File: config.mk
export PLATFORM = sky130hd
export DESIGN_NAME = ssd_scan_driver
export DESIGN_NICKNAME = d
export VERILOG_FILES = /design/src/rtl/ssd_scan_driver.sv
export SDC_FILE = /design/constraint.sdc
export NUM_CORES = 1
export LEC_CHECK = 0
export BUFFER_PORTS_ARGS = -buffer_cell sky130_fd_sc_hd__buf_2
export CORE_UTILIZATION = 45
export DETAILED_ROUTE_END_ITERATION = 6
export PLACE_DENSITY_LB_ADDON = 0.1
export SKIP_CTS_REPAIR_TIMING = 1
export SYNTH_ARGS = -nofsm -noshare
export SYNTH_HDL_FRONTEND = slang
export SYNTH_SLANG_ARGS = --single-unit
File: constraint.sdc
create_clock -name clk -period 2.05 [get_ports clk]
set_input_delay 0.41 -clock clk [delete_from_list [all_inputs] [get_ports clk]]
set_output_delay 0.41 -clock clk [all_outputs]
set_load 0.02 [all_outputs]
File: src/rtl/ssd_scan_driver.sv
// Four-digit multiplexed 7-segment driver: double-dabble binary-to-BCD conversion
// feeding a free-running scan of active-low anodes with optional leading-zero blanking.
module ssd_scan_driver #(
    parameter int REFRESH_DIV = 100000,
    parameter bit BLANK_LZ    = 1'b1
) (
    input  logic        clk,
    input  logic        reset,
    input  logic [13:0] value,
    input  logic        load,
    output logic        busy,
    output logic        overflow,
    output logic [3:0]  digit,
    output logic [3:0]  anode,
    output logic        dbg_state
);

    localparam int PW = $clog2(REFRESH_DIV);

    typedef enum logic {
        IDLE = 1'b0,
        CONV = 1'b1
    } state_t;

    // Handshake: load is a one-cycle request, taken only when sampled with busy=0;
    // busy stays high from the capture edge until the commit edge, inclusive of neither.
    state_t         state_q;
    logic           busy_q;
    logic           ovf_q;
    logic           ovf_cap_q;
    logic [13:0]    shift_q, shift_d;
    logic [15:0]    bcd_q, bcd_d, bcd_adj;
    logic [3:0]     step_q;
    logic [15:0]    disp_q;

    logic [PW-1:0]  presc_q;
    logic [1:0]     scan_q;
    logic [3:0]     anode_q, an_d;
    logic [3:0]     digit_q, dig_d;
    logic [3:0]     blank;

    always_comb begin
        bcd_adj = bcd_q;
        for (int i = 0; i < 4; i++) begin
            if (bcd_q[4*i +: 4] >= 4'd5) begin
                bcd_adj[4*i +: 4] = bcd_q[4*i +: 4] + 4'd3;
            end
        end
        bcd_d   = {bcd_adj[14:0], shift_q[13]};
        shift_d = {shift_q[12:0], 1'b0};
    end

    always_ff @(posedge clk) begin
        if (reset) begin
            state_q   <= IDLE;
            busy_q    <= 1'b0;
            ovf_q     <= 1'b0;
            ovf_cap_q <= 1'b0;
            shift_q   <= '0;
            bcd_q     <= '0;
            step_q    <= '0;
            disp_q    <= '0;
        end else begin
            case (state_q)
                IDLE: begin
                    if (load) begin
                        shift_q   <= value;
                        bcd_q     <= '0;
                        step_q    <= '0;
                        ovf_cap_q <= (value > 14'd9999);
                        busy_q    <= 1'b1;
                        state_q   <= CONV;
                    end
                end
                CONV: begin
                    shift_q <= shift_d;
                    bcd_q   <= bcd_d;
                    step_q  <= step_q + 4'd1;
                    // Last of the 14 steps: commit the whole display in one edge.
                    if (step_q == 4'd13) begin
                        state_q <= IDLE;
                        busy_q  <= 1'b0;
                        ovf_q   <= ovf_cap_q;
                        disp_q  <= ovf_cap_q ? 16'hFFFF : bcd_d;
                    end
                end
                default: state_q <= IDLE;
            endcase
        end
    end

    always_comb begin
        blank = 4'b0000;
        if (BLANK_LZ && !ovf_q) begin
            blank[3] = (disp_q[15:12] == 4'd0);
            blank[2] = blank[3] && (disp_q[11:8] == 4'd0);
            blank[1] = blank[2] && (disp_q[7:4] == 4'd0);
        end
        an_d  = ~(4'b0001 << scan_q) | {4{blank[scan_q]}};
        dig_d = disp_q[4*scan_q +: 4];
    end

    // Scan runs independently of the converter; outputs lag the index by one edge.
    always_ff @(posedge clk) begin
        if (reset) begin
            presc_q <= '0;
            scan_q  <= '0;
            anode_q <= 4'b1110;
            digit_q <= 4'h0;
        end else begin
            if (presc_q == PW'(REFRESH_DIV - 1)) begin
                presc_q <= '0;
                scan_q  <= scan_q + 2'd1;
            end else begin
                presc_q <= presc_q + PW'(1);
            end
            anode_q <= an_d;
            digit_q <= dig_d;
        end
    end

    assign busy      = busy_q;
    assign overflow  = ovf_q;
    assign anode     = anode_q;
    assign digit     = digit_q;
    assign dbg_state = state_q;

endmodule

==> results.sh <==
export IMPL_status="completed"
export IMPL_met3WireLength_um=275
export IMPL_timing_critical_path_required_ps=2320
export IMPL_routed_length_on_met1_um=3890
export IMPL_report_final_slew_viol_count=0
export IMPL_register_area_um2=1620
export IMPL_grt_setup_unrepaired="false"
export IMPL_timing_worst_slew_pin_value_ps=557
export IMPL_insertion_delay_ps=350
export IMPL_area_occupied_by_multi_input_gates_um2=1960
export IMPL_floorplan_initialDensity_pct=47.3
export IMPL_post_synth_edffs=0
export IMPL_netlist_top_cells_area="sky130_fd_sc_hd__dfxtp_1 (43%), sky130_fd_sc_hd__nor2_1 (7.2%), sky130_fd_sc_hd__ha_1 (5.0%)"
export IMPL_share_seq_of_total_power_pct=53.4
export IMPL_cellLeakagePower_nw=1.56
export IMPL_routed_top_layer="met4"
export IMPL_netlist_area_leader_share_pct=43.4
export IMPL_synthFlopType="sky130_fd_sc_hd__dfxtp_1"
export IMPL_synth_async_reset_ratio_pct=0
export IMPL_netSwitchingFraction_pct=22.8
export IMPL_cts_buffers=9
export IMPL_maxClockFrequency_mhz=598
export IMPL_grt_antenna_before_repair=0
export IMPL_hold_class="input port to flop"
export IMPL_layout_area_overhead_vs_synth_pct=11.7
export IMPL_postSynthCellCount=413
export IMPL_fin_nets=471
export IMPL_post_route_util_pct=52.9
export IMPL_first_global_vias=2701
export IMPL_dieHeight_um=93.1
export IMPL_powerDensity_nw_per_um2=729
export IMPL_hold_slack_ps=330
export IMPL_mostFrequentLayoutCells="sky130_fd_sc_hd__dfxtp_1 (80), sky130_fd_sc_hd__nor2_1 (72), sky130_fd_sc_hd__a21oi_1 (29), sky130_fd_sc_hd__buf_2 (27), sky130_fd_sc_hd__o21ai_0 (21)"
export IMPL_die_width_um=93.1
export IMPL_synth_lib_cells_used_distinct=42
export IMPL_netSwitchingPower_mw=0.692
export IMPL_grtUsageTotal_pct=18.6
export IMPL_clock_tree_root_cell="sky130_fd_sc_hd__clkbuf_8"
export IMPL_finalSetupViolations=0
export IMPL_drtAntennaViolNets=0
export IMPL_drt_iter0_markers=92
export IMPL_detail_route_vias_per_cell=5.33
export IMPL_io_pin_count=28
export IMPL_hold_violations=0
export IMPL_totalWireLength_um=7450
export IMPL_drv_cap=0
export IMPL_syn_nets=445
export IMPL_detailed_place_area_um2=3960
export IMPL_final_cell_area_um2=4170
export IMPL_met2RoutedLength_um=3210
export IMPL_detail_route_first_pass_iterations=5
export IMPL_grt_start_max_net_pins=55
export IMPL_postSynthRegisterBits=81
export IMPL_vdd_ir_drop_max_uv=331
export IMPL_fin_setup_tns_ps=0
export IMPL_floorplan_rows=32
export IMPL_start_kind="flop"
export IMPL_final_fill_count=745
export IMPL_num_vias=2906
export IMPL_layout_commonest_cell="sky130_fd_sc_hd__dfxtp_1"
export IMPL_core_region_area_um2=7890
export IMPL_global_route_wire_length_before_repair_um=12700
export IMPL_grt_overflow_total=0
export IMPL_critical_path_max_fanout=3
export IMPL_capturing_element_type_of_the_critical_path="flop"
export IMPL_gp_congestion=0.782
export IMPL_fp_dieArea_um2=8660
export IMPL_internal_power_mw=2.35
export IMPL_numClockSinks=81
export IMPL_worst_setup_path_type="flop to flop"
export IMPL_clkTransAtPathRegs_ps=80
export IMPL_fin_worst_skew_ps=10.7
export IMPL_cts_htree_levels=3
export IMPL_insertedDiodeCount=0
export IMPL_synth_area_um2=3730
export IMPL_power_share_combinational_pct=5.9
export IMPL_yosys_warnings=0
export IMPL_yosysSeqAreaShare_pct=43.4
export IMPL_cts_tree="yes"
export IMPL_syn_area_per_cell_um2=9.04
export IMPL_shortest_period_the_worst_path_allows_ps=1670
export IMPL_period_share_pct=81.6
export IMPL_placement_io_buffers=27
export IMPL_synth_area_leader_cell="sky130_fd_sc_hd__dfxtp_1"
export IMPL_number_of_remaining_drc_errors=0
export IMPL_reg2reg_slack_ps=380
export IMPL_p_clk_share_pct=40.7
export IMPL_wire_per_inst_um=13.7
export IMPL_number_of_buffers_between_clock_root_and_the_deepest_sink=2
export IMPL_detailed_place_hpwl_um=5130
export IMPL_final_layout_size_suffix_gt1_share_pct=14.9
export IMPL_max_slew_margin_pct=62.9
export IMPL_cp_arrival_ps=1940
-- layout make-up --
type                       count  area share, %
multi-input combinational    297           46.9
sequential                    81           38.9
timing repair buffer          36           4.86
tap                          102           3.06
clock buffer                   9           2.97
clock inverter                 6           2.01
inverter                      14           1.26
-- registers in the layout (all words and copies together), names as in the netlist --
signal and cells:
ovf_cap_q 1, anode 4, bcd_q 16, overflow 1, shift_q 14, digit 4, busy 1, step_q 4
presc_q 17, dbg_state 1, scan_q 2, disp_q 16
-- final timing paths --
kind	start	endpoint	cells past startpoint
worst min register to register	presc_q[0]	presc_q[0]	1
worst max-delay path	bcd_q[9]	disp_q[10]	6
worst max register to register	bcd_q[9]	disp_q[10]	6
worst min-delay path	reset	disp_q[13]	2
-- Yosys cell counts (all sizes together), types with 2 or more instances --
| cell | count |
|---|---|
| o32ai | 3 |
| o21ai | 21 |
| nand2 | 10 |
| inv | 14 |
| clkbuf | 8 |
| nand4 | 7 |
| buf | 13 |
| nor3b | 7 |
| ha | 15 |
| and2 | 3 |
| and4 | 2 |
| mux4 | 4 |
| nor2b | 6 |
| nand3 | 7 |
| nand2b | 13 |
| mux2 | 4 |
| dfxtp | 81 |
| nor4 | 7 |
| o22ai | 4 |
| a21oi | 29 |
| nor2 | 75 |
| xor2 | 4 |
| nand3b | 12 |
| a211oi | 8 |
| nor3 | 12 |
| xnor2 | 16 |
| or3 | 3 |
| mux2i | 16 |
-- kinds of logic (layout without fill, tap and decap cells) --
logic type | count (synthesis) | in the layout | synth area share, %
AO/OA/AOI/OAI | 69 | 69 | 10.6
XOR/XNOR | 20 | 20 | 4.69
adder cells (fa/ha/maj) | 15 | 15 | 5.03
buffers and inverters | 35 | 65 | 4.19
flip-flops | 81 | 81 | 43.4
multiplexers | 24 | 24 | 7.91
AND/OR/NAND/NOR | 169 | 169 | 24.1
-- metal layers --
layer / GRT usage (%) / vias up
met5: 0 / -
met4: 6.79 / 0
met3: 4.15 / 6
met2: 27.9 / 39
met1: 26.0 / 1365
li1: - / 1496
-- power groups by stage --
stage	sequential [mW]	clock, mW	combinational (mW)
4_1_cts	1.62	1.28	0.182
3_3_place_gp	1.66	0	0.178
2_1_floorplan	1.66	0	0.129
5_1_grt	1.63	1.37	0.202
6_report	1.62	1.24	0.179
3_5_place_dp	1.66	0	0.181
-- per-stage QoR --
step           setup slack [ps]  cells  power (mW)
6_report                    378    545        3.04
5_1_grt                     257    545        3.19
4_1_cts                     388    545        3.09
3_5_place_dp                408    530        1.84
3_3_place_gp                425    530        1.84
2_1_floorplan               522    413        1.79
-- critical path: stages (launching register included) --
cell and delay, ps:
sky130_fd_sc_hd__dfxtp_1 360, sky130_fd_sc_hd__inv_1 90, sky130_fd_sc_hd__ha_1 170, sky130_fd_sc_hd__nand2b_1 150
sky130_fd_sc_hd__a21oi_1 240, sky130_fd_sc_hd__mux2_2 380, sky130_fd_sc_hd__a211oi_1 210
(Power assumes the default switching activity.)
